`src/rtl/isa_types.sv`:
```
// Shared ISA-level types: write widths, memory arbiter state, requester
// identities and the default memory read latency.
package isa_types;

  localparam int XLEN                 = 32;
  localparam int READ_LATENCY_DEFAULT = 2;

  typedef enum logic [1:0] {
    WIDTH_BYTE = 2'd0,
    WIDTH_HALF = 2'd1,
    WIDTH_WORD = 2'd2
  } write_width_t;

  typedef enum logic {
    IDLE      = 1'b0,
    READ_WAIT = 1'b1
  } arb_state_t;

  typedef enum logic {
    PORT_HART = 1'b0,
    PORT_AUX  = 1'b1
  } mem_port_t;

  // Map a one-hot two-port grant vector onto the requester identity.
  function automatic mem_port_t onehot_to_port(input logic [1:0] grant);
    return grant[1] ? PORT_AUX : PORT_HART;
  endfunction

endpackage

```
`src/rtl/mem_arb_grant.sv`:
```
// Two-requester grant selection for mem_arbiter.
// Optional feature macro: MEM_ARBITER_ROUND_ROBIN_EN (alternate on ties);
// when undefined, port 0 wins every tie and last_grant_i is ignored.
module mem_arb_grant
  import isa_types::*;
(
  input  logic [1:0] valid_i,
  input  mem_port_t  last_grant_i,
  input  logic       idle_i,
  output logic [1:0] grant_o
);

`ifndef MEM_ARBITER_ROUND_ROBIN_EN
  logic unused_last_grant_s;
  assign unused_last_grant_s = last_grant_i;
`endif

  // Choose at most one valid requester while the arbiter is free.
  always_comb begin
    grant_o = 2'b00;
    if (!idle_i) begin
      grant_o = 2'b00;
    end else if (valid_i == 2'b11) begin
`ifdef MEM_ARBITER_ROUND_ROBIN_EN
      grant_o = (last_grant_i == PORT_HART) ? 2'b10 : 2'b01;
`else
      grant_o = 2'b01;
`endif
    end else begin
      grant_o = valid_i;
    end
  end

endmodule

```
`src/rtl/mem_arbiter.sv`:
```
// Two-port memory arbiter. Writes complete in the acceptance cycle with a
// response pulse one cycle later; reads block the arbiter for READ_LATENCY
// cycles plus one capture cycle, then pulse the response with the data.
// Optional feature macro: MEM_ARBITER_ROUND_ROBIN_EN (round-robin tie-break).
module mem_arbiter
  import isa_types::*;
#(
  parameter int READ_LATENCY = READ_LATENCY_DEFAULT
) (
  input  logic             clock,
  input  logic             reset,

  input  logic             req0_valid,
  output logic             req0_ready,
  input  logic [XLEN-1:0]  req0_addr,
  input  logic             req0_wenable,
  input  write_width_t     req0_wwidth,
  input  logic [XLEN-1:0]  req0_wdata,
  output logic             resp0_valid,
  output logic [XLEN-1:0]  resp0_rdata,

  input  logic             req1_valid,
  output logic             req1_ready,
  input  logic [XLEN-1:0]  req1_addr,
  input  logic             req1_wenable,
  input  write_width_t     req1_wwidth,
  input  logic [XLEN-1:0]  req1_wdata,
  output logic             resp1_valid,
  output logic [XLEN-1:0]  resp1_rdata,

  output logic [XLEN-1:0]  mem_addr,
  output write_width_t     mem_wwidth,
  output logic             mem_wenable,
  output logic [XLEN-1:0]  mem_wdata,
  input  logic [XLEN-1:0]  mem_rdata
);

  localparam int CNT_W = (READ_LATENCY < 1) ? 1 : $clog2(READ_LATENCY + 1);

  arb_state_t        state_q, state_d;
  logic [CNT_W-1:0]  cnt_q, cnt_d;
  mem_port_t         port_q, port_d;
  logic [XLEN-1:0]   addr_q, addr_d;
  logic [1:0]        resp_valid_q, resp_valid_d;
  logic [XLEN-1:0]   rdata0_q, rdata0_d;
  logic [XLEN-1:0]   rdata1_q, rdata1_d;
  mem_port_t         last_grant_s;

  logic [1:0]        grant_s;
  logic              idle_s;
  logic              accept_s;
  mem_port_t         gport_s;
  logic [XLEN-1:0]   g_addr_s;
  logic              g_we_s;
  write_width_t      g_wwidth_s;
  logic [XLEN-1:0]   g_wdata_s;

`ifdef MEM_ARBITER_ROUND_ROBIN_EN
  mem_port_t         last_grant_q, last_grant_d;
  assign last_grant_s = last_grant_q;
`else
  assign last_grant_s = PORT_AUX;
`endif

  // Grants are suppressed during reset so no request is accepted then.
  assign idle_s = (state_q == IDLE) && !reset;

  mem_arb_grant u_grant (
    .valid_i      ({req1_valid, req0_valid}),
    .last_grant_i (last_grant_s),
    .idle_i       (idle_s),
    .grant_o      (grant_s)
  );

  // Ready handshake and selection of the granted requester's fields.
  always_comb begin
    req0_ready = grant_s[0];
    req1_ready = grant_s[1];
    accept_s   = |grant_s;
    gport_s    = onehot_to_port(grant_s);
    if (grant_s[1]) begin
      g_addr_s   = req1_addr;
      g_we_s     = req1_wenable;
      g_wwidth_s = req1_wwidth;
      g_wdata_s  = req1_wdata;
    end else begin
      g_addr_s   = req0_addr;
      g_we_s     = req0_wenable;
      g_wwidth_s = req0_wwidth;
      g_wdata_s  = req0_wdata;
    end
  end

  // Memory-side drive: pass-through in IDLE, latched address while reading.
  always_comb begin
    mem_addr    = {XLEN{1'b0}};
    mem_wwidth  = WIDTH_BYTE;
    mem_wenable = 1'b0;
    mem_wdata   = {XLEN{1'b0}};
    if (state_q == READ_WAIT) begin
      mem_addr = addr_q;
    end else if (accept_s) begin
      mem_addr    = g_addr_s;
      mem_wwidth  = g_wwidth_s;
      mem_wenable = g_we_s;
      mem_wdata   = g_wdata_s;
    end else begin
      mem_addr = {XLEN{1'b0}};
    end
  end

  // Next-state logic: accept requests, count read latency, capture data.
  always_comb begin
    state_d      = state_q;
    cnt_d        = cnt_q;
    port_d       = port_q;
    addr_d       = addr_q;
    resp_valid_d = 2'b00;
    rdata0_d     = rdata0_q;
    rdata1_d     = rdata1_q;
`ifdef MEM_ARBITER_ROUND_ROBIN_EN
    last_grant_d = last_grant_q;
`endif
    case (state_q)
      IDLE: begin
        if (accept_s) begin
`ifdef MEM_ARBITER_ROUND_ROBIN_EN
          last_grant_d = gport_s;
`endif
          if (g_we_s) begin
            resp_valid_d = (gport_s == PORT_AUX) ? 2'b10 : 2'b01;
          end else begin
            state_d = READ_WAIT;
            cnt_d   = CNT_W'(READ_LATENCY);
            port_d  = gport_s;
            addr_d  = g_addr_s;
          end
        end else begin
          state_d = IDLE;
        end
      end
      READ_WAIT: begin
        if (cnt_q == {CNT_W{1'b0}}) begin
          state_d = IDLE;
          if (port_q == PORT_AUX) begin
            rdata1_d     = mem_rdata;
            resp_valid_d = 2'b10;
          end else begin
            rdata0_d     = mem_rdata;
            resp_valid_d = 2'b01;
          end
        end else begin
          cnt_d = cnt_q - CNT_W'(1);
        end
      end
      default: begin
        state_d = IDLE;
      end
    endcase
  end

  // State registers with synchronous active-high reset.
  always_ff @(posedge clock) begin
    if (reset) begin
      state_q      <= IDLE;
      cnt_q        <= {CNT_W{1'b0}};
      port_q       <= PORT_HART;
      addr_q       <= {XLEN{1'b0}};
      resp_valid_q <= 2'b00;
      rdata0_q     <= {XLEN{1'b0}};
      rdata1_q     <= {XLEN{1'b0}};
`ifdef MEM_ARBITER_ROUND_ROBIN_EN
      last_grant_q <= PORT_AUX;
`endif
    end else begin
      state_q      <= state_d;
      cnt_q        <= cnt_d;
      port_q       <= port_d;
      addr_q       <= addr_d;
      resp_valid_q <= resp_valid_d;
      rdata0_q     <= rdata0_d;
      rdata1_q     <= rdata1_d;
`ifdef MEM_ARBITER_ROUND_ROBIN_EN
      last_grant_q <= last_grant_d;
`endif
    end
  end

  assign resp0_valid = resp_valid_q[0];
  assign resp1_valid = resp_valid_q[1];
  assign resp0_rdata = rdata0_q;
  assign resp1_rdata = rdata1_q;

endmodule

```
`config.mk`:
```
export PLATFORM = sky130hd
export DESIGN_NAME = mem_arbiter
export DESIGN_NICKNAME = d
export VERILOG_FILES = /design/src/rtl/isa_types.sv /design/src/rtl/mem_arb_grant.sv /design/src/rtl/mem_arbiter.sv
export SDC_FILE = /design/constraint.sdc
export NUM_CORES = 1
export LEC_CHECK = 0
export ABC_AREA = 1
export CORE_MARGIN = 1
export CORE_UTILIZATION = 35
export CTS_BUF_LIST = sky130_fd_sc_hd__clkbuf_16
export DETAILED_ROUTE_END_ITERATION = 10
export DONT_BUFFER_PORTS = 1
export GPL_ROUTABILITY_DRIVEN = 0
export PLACE_DENSITY = 0.51
export SYNTH_ARGS = -nofsm -noshare
export SYNTH_HDL_FRONTEND = slang
export SYNTH_SLANG_ARGS = --single-unit
```
`constraint.sdc`:
```
create_clock -name clock -period 2.6 [get_ports clock]
set_clock_uncertainty 0.1 [all_clocks]
set_input_delay 0.39 -clock clock [delete_from_list [all_inputs] [get_ports clock]]
set_output_delay 0.39 -clock clock [all_outputs]
set_load 0.01 [all_outputs]
```
==> impl_metrics.ini, run 1 <==
[cts]
post_cts_buffers = 0
insertion_delay_ns = 0.35
cts.reportedPaths.clkPinSlew_ns = 0.07
cts_buffers = 9
clockRootBuffer = clkbuf_16
clock_sinks = 102
cts_tree = built
clk_path_buf_depth = 2
cts_max_level = 3

[worst_setup_path]
slowest_delay_ns = 0.47
cp_slowest_cell = clkinvlp_4
worstPathMaxFanout = 33
worst_path_most_repeated_cell = buf_4
cp_data_required_time_ns = 2.11
cp-start-kind = flip-flop
setup.worst_path.end_class = output port
critPathKind = reg -> out
crit_chain = buf_4 > clkinvlp_4 > o22ai_1 > buf_4
arrival_ns = 1.92
reg2regPathDepth = 7

[logic_synthesis]
syn-num-nets = 953
syn_area_per_cell_um2 = 6.45
synthTopCellsByArea = dfxtp_1 40%, nor2_1 12%, o21ai_0 9.9%
yosys.area.top_type = dfxtp_1
netlist-cell-type-count = 23
yosysMostFrequentCell = nor2_1
synth-seq-cells = 102
syn_inst = 782
syn_area_um2 = 5040
synth_edf_count = 0
ys_seq_area_share_pct = 40.5
ys.flop_type = dfxtp_1
yosys_warnings = 0
async_flop_share_pct = 0
synth_top_cell_area_share_pct = 40.5
synth_commonest_cells = 167 x nor2_1, 104 x inv_1, 103 x nand2_1, 102 x dfxtp_1, 100 x o21ai_0

[sta]
maxSlewViolCount = 0
rsz0062_at_grt = no
tightest_slew_ns = 0.618
postLayoutSetupSlackWorst_ns = 0.194
min_period_ns = 2.41
max_freq_mhz = 416
setup_tns_ns = 0
whs_ns = 0.0221
hold_viol = 0
finalCritPeriodShare_pct = 92.5
relSlewSlack_pct = 58.6
setup_viol = 0

[final_layout]
nFillCells = 1515
diodes = 0
final_cell_area_um2 = 5410
multi_input_area_um2 = 2340
final_cells = 936
fin_util_pct = 38.6
regArea_um2 = 2040
area_delta_synth_final_pct = 7.20
fin_nets = 923
drive_above_1_share_pct = 5.03

[route]
wl_met1_um = 5920
ant_nets = 0
drtIter0Drc = 245
drcViolationCount = 0
top_layer = met4
firstDrtPassIters = 4
viasPerCell = 5.14
wire_per_inst_um = 16.8
vias = 4807
dr_wl_met2_um = 8660
wl_met3_um = 841
totalWireLength_um = 15700

[grt]
grt_use_total_pct = 20.4
grt_pass1_vias = 4433
grt_overflow = 0
grt_pass1_wl_um = 23100
antenna_found_initial = 0
grt_max_degree = 66

[floorplanning]
dieArea_um2 = 14900
coreArea_um2 = 14000
die_y_um = 122
die_w_um = 122
ioPinCount = 305
start_util_pct = 36.0
rows = 43

[place]
place_ws_ns = 0.325
hpwl_um = 11500
postPlaceCellArea_um2 = 5100
dp.cells = 918
port_buffers = 0

[outcome]
status = finished, final reports clean

[flow_run]
cap_violations = 0

[worst_hold_path]
holdPathStages = 1
worst_hold_path_type = in -> reg

[pwr]
peakVddDrop_v = 0.000266
p_leak_nw = 2.38
p_per_area_nw_per_um2 = 637
power_mw = 3.44
layout by cell type (no fill, tap or decap):
cell,netlist,layout
ha_1,1,1
nand3_2,0,1
dfxtp_1,102,102
inv_6,0,2
nor2_4,1,1
clkinv_1,0,1
buf_4,2,13
inv_1,104,104
clkinv_2,0,1
inv_4,0,1
clkbuf_16,0,9
nor2_2,1,2
nor3b_1,1,1
a21oi_1,38,38
o21ai_2,1,1
o22ai_1,32,32
nand3_4,1,1
clkinvlp_4,0,1
nor2_1,167,166
nand2_2,3,2
dlygate4sd3_1,0,3
nand3b_1,1,1
nand2_4,0,1
o21ai_0,100,100
o21ai_1,31,31
nand2_1,103,103
inv_2,2,1
nand3_1,36,35
clkinv_4,0,1
power breakdown:
| part | total [mW] | internal [mW] | switching (mW) |
|---|---|---|---|
| Combinational | 0.506 | 0.152 | 0.355 |
| Clock | 1.25 | 0.645 | 0.605 |
| Sequential | 1.69 | 1.64 | 0.0502 |
| Total | 3.44 | 2.43 | 1.01 |
path summary, 6_finish.rpt:
check                start  slack [ns]            to
hold / removal       reset        0.02    addr_q[11]
hold reg to reg   cnt_q[0]        0.36      cnt_q[0]
setup / recovery   state_q        0.19  mem_addr[30]
setup reg to reg   state_q        0.42      cnt_q[1]
state kept, by name, summed over array words and instances (netlist names):
signal,count
port_q,1
resp_valid_q,2
state_q,1
resp1_rdata,32
cnt_q,2
addr_q,32
resp0_rdata,32
layout make-up:
type                       count  area share [%]
sequential                   102            37.8
tap                          180            4.17
inverter                     106            7.48
clock buffer                   9            4.17
clock inverter                 6           0.718
timing repair buffer          16            2.36
multi-input combinational    517            43.3
metal layers:
layer | GRT usage (%) | vias up
met1 | 21.2 | 2174
met5 | 0 | -
met4 | 8.41 | 0
li1 | - | 2418
met3 | 3.60 | 21
met2 | 39.7 | 194
what timing repair did:
item	in CTS	in global routing
hold endpoints to repair	6	0
endpoints found under the setup margin	0	5
gates resized for setup	0	3
hold buffers	3	0
critical path, delay by kind of cell, from the launching register on:
kind                   cells  cell delay [ns]
buffers and inverters      3             0.82
flip-flops                 1             0.37
AO/OA/AOI/OAI              1             0.37
cell families after synthesis:
kind of cell / after synthesis / share of synthesized area, %
AND/OR/NAND/NOR: 314 / 25.0
AO/OA/AOI/OAI: 202 / 20.9
buffers and inverters: 163 / 13.3
flip-flops: 102 / 40.5
adder cells (fa/ha/maj): 1 / 0.248
No activity file was read; power rests on OpenSTA's default activity.
==> run 2: changes to the inputs <==
--- a/config.mk
+++ b/config.mk
@@ -13,5 +13,5 @@
 export DONT_BUFFER_PORTS = 1
 export GPL_ROUTABILITY_DRIVEN = 0
-export PLACE_DENSITY = 0.51
+export PLACE_DENSITY = 0.53
 export SYNTH_ARGS = -nofsm -noshare
 export SYNTH_HDL_FRONTEND = slang
==> constraint.sdc (replaced) <==
create_clock -name clock -period 2.11 [get_ports clock]
set_clock_uncertainty 0.1 [all_clocks]
set_input_delay 0.3165 -clock clock [delete_from_list [all_inputs] [get_ports clock]]
set_output_delay 0.3165 -clock clock [all_outputs]
set_load 0.1 [all_outputs]
==> run 2 against run 1 <==
The run now ends with negative setup slack left. Register-to-register slack got worse by 0.39 ns. Cell area rose by 70%. Sequential share of layout area decreased by 16 points. Via count up 24%. Setup slack got worse by 0.31 ns. Sequential power increased by 21%. Total power grew 80%. Routed wire length is 37% higher. Critical path type unchanged. Die area stayed put. Critical path depth is 4 higher. First-iteration DRC count rose by 64%. Worst hold slack worse by 0.013 ns.
==> impl_metrics.ini, run 2 (synthesized netlist as in run 1, its figures left out) <==
[route]
firstDrtPassIters = 5
drtIter0Drc = 401
totalWireLength_um = 21500
vias = 5940
ant_nets = 0
viasPerCell = 5.32
wire_per_inst_um = 19.3
drcViolationCount = 0

[worst_setup_path]
startpoint = state_q
arrival_ns = 1.81
cp-start-kind = flip-flop
critPathKind = reg -> out
r2r_start = state_q
cp_data_required_time_ns = 1.69
worstPathMaxFanout = 6
setup.worst_path.end_class = output port

[pwr]
p_leak_nw = 3.88
peakVddDrop_v = 0.000470
p_per_area_nw_per_um2 = 672
power_mw = 6.18

[sta]
postLayoutSetupSlackWorst_ns = -0.114
finalCritPeriodShare_pct = 105
whs_ns = 0.00924
maxSlewViolCount = 0
hold_viol = 0
min_period_ns = 2.22
relSlewSlack_pct = 65.9
max_freq_mhz = 450
setup_viol = 64
rsz0062_at_grt = yes
tightest_slew_ns = 0.511

[floorplanning]
ioPinCount = 305
coreArea_um2 = 14000
dieArea_um2 = 14900
die_w_um = 122
start_util_pct = 36.0
rows = 43
die_y_um = 122

[place]
place_ws_ns = 0.0963
port_buffers = 0
postPlaceCellArea_um2 = 7600
hpwl_um = 13200

[grt]
grt_use_total_pct = 23.8
grt_max_degree = 66
grt_pass1_wl_um = 27100
antenna_found_initial = 0
grt_overflow = 0
grt_pass1_vias = 5222

[cts]
insertion_delay_ns = 0.35
cts.reportedPaths.clkPinSlew_ns = 0.07
cts_tree = built
clock_sinks = 102
cts_max_level = 3
clk_path_buf_depth = 2
clockRootBuffer = clkbuf_16
cts_buffers = 9

[final_layout]
area_delta_synth_final_pct = 82.3
fin_nets = 1102
diodes = 0
final_cell_area_um2 = 9190
mostFrequentLayoutCells = 132 x nor2_1, 104 x inv_1, 101 x dfxtp_1
layout_commonest_cell = nor2_1
fin_util_pct = 65.7
multi_input_area_um2 = 3530
regArea_um2 = 2040
nFillCells = 1114
drive_above_1_share_pct = 39.2

[outcome]
status = finished with violations
violations = negative setup slack

[worst_hold_path]
worst_hold_path_type = in -> reg
worstHoldStart = mem_rdata[16]

[flow_run]
cap_violations = 0
-- run 2: cell types whose count changed in the layout (fill, tap and decap cells not counted), sizes merged --
cell / change
clkinv: +2
clkbuf: +11
bufbuf: +1
inv: -1
nand2: +3
dlygate4sd3: +7
buf: +157
-- run 2: per-layer routing --
layer  GRT usage [%]  up-vias  routed length [µm]
met1            25.8     2772                7770
met5               0        -                   0
met4            13.8        0                1130
li1                -     2786                   -
met3            6.41       69                1740
met2            41.3      313               10900
-- run 2: per-stage QoR --
stage | cells | setup TNS [ns]
2_1_floorplan | 782 | -4.55
3_3_place_gp | 1053 | 0
3_5_place_dp | 1053 | 0
4_1_cts | 1085 | -3.80
5_1_grt | 1116 | -9.97
6_report | 1116 | -3.73
-- run 2: final cells by class --
| type | instances | area share (%) |
|---|---|---|
| clock buffer | 9 | 2.45 |
| clock inverter | 7 | 0.558 |
| inverter | 106 | 4.46 |
| multi-input combinational | 520 | 38.5 |
| sequential | 102 | 22.2 |
| tap | 180 | 2.45 |
| timing repair buffer | 192 | 29.4 |
-- run 2: timing repair --
| action | 4_1_cts | 5_1_grt |
|---|---|---|
| endpoints found under the setup margin | 64 | 67 |
| hold buffers | 9 | 2 |
| endpoints found under the hold margin | 44 | 36 |
| pin swaps | 1 | 18 |
| cloned | 3 | 20 |
| setup buffers | 4 | 9 |
| resized for setup | 48 | 122 |
-- run 2: worst paths after layout --
kind / to / depth (start not counted) / slack [ns]
min reg2reg: resp1_rdata[16] / 2 / 0.35
max reg2reg: cnt_q[1] / 9 / 0.03
max: mem_addr[20] / 8 / -0.11
min: resp0_rdata[16] / 2 / 0.009
-- run 2: power breakdown --
group | leakage [nW] | internal, mW | switching, mW
logic | 2.91 | 0.834 | 1.75
clock network | 0.137 | 0.804 | 0.753
registers | 0.831 | 2.01 | 0.0246
total | 3.88 | 3.65 | 2.53
-- run 2: critical path, stage by stage, from the launching register on --
cell and delay [ns]:
dfxtp_2 0.33, nor2_4 0.13, buf_12 0.15, nand2_8 0.11, clkbuf_16 0.22, nand2_4 0.05, o21ai_2 0.07, o22ai_2 0.18
buf_12 0.21
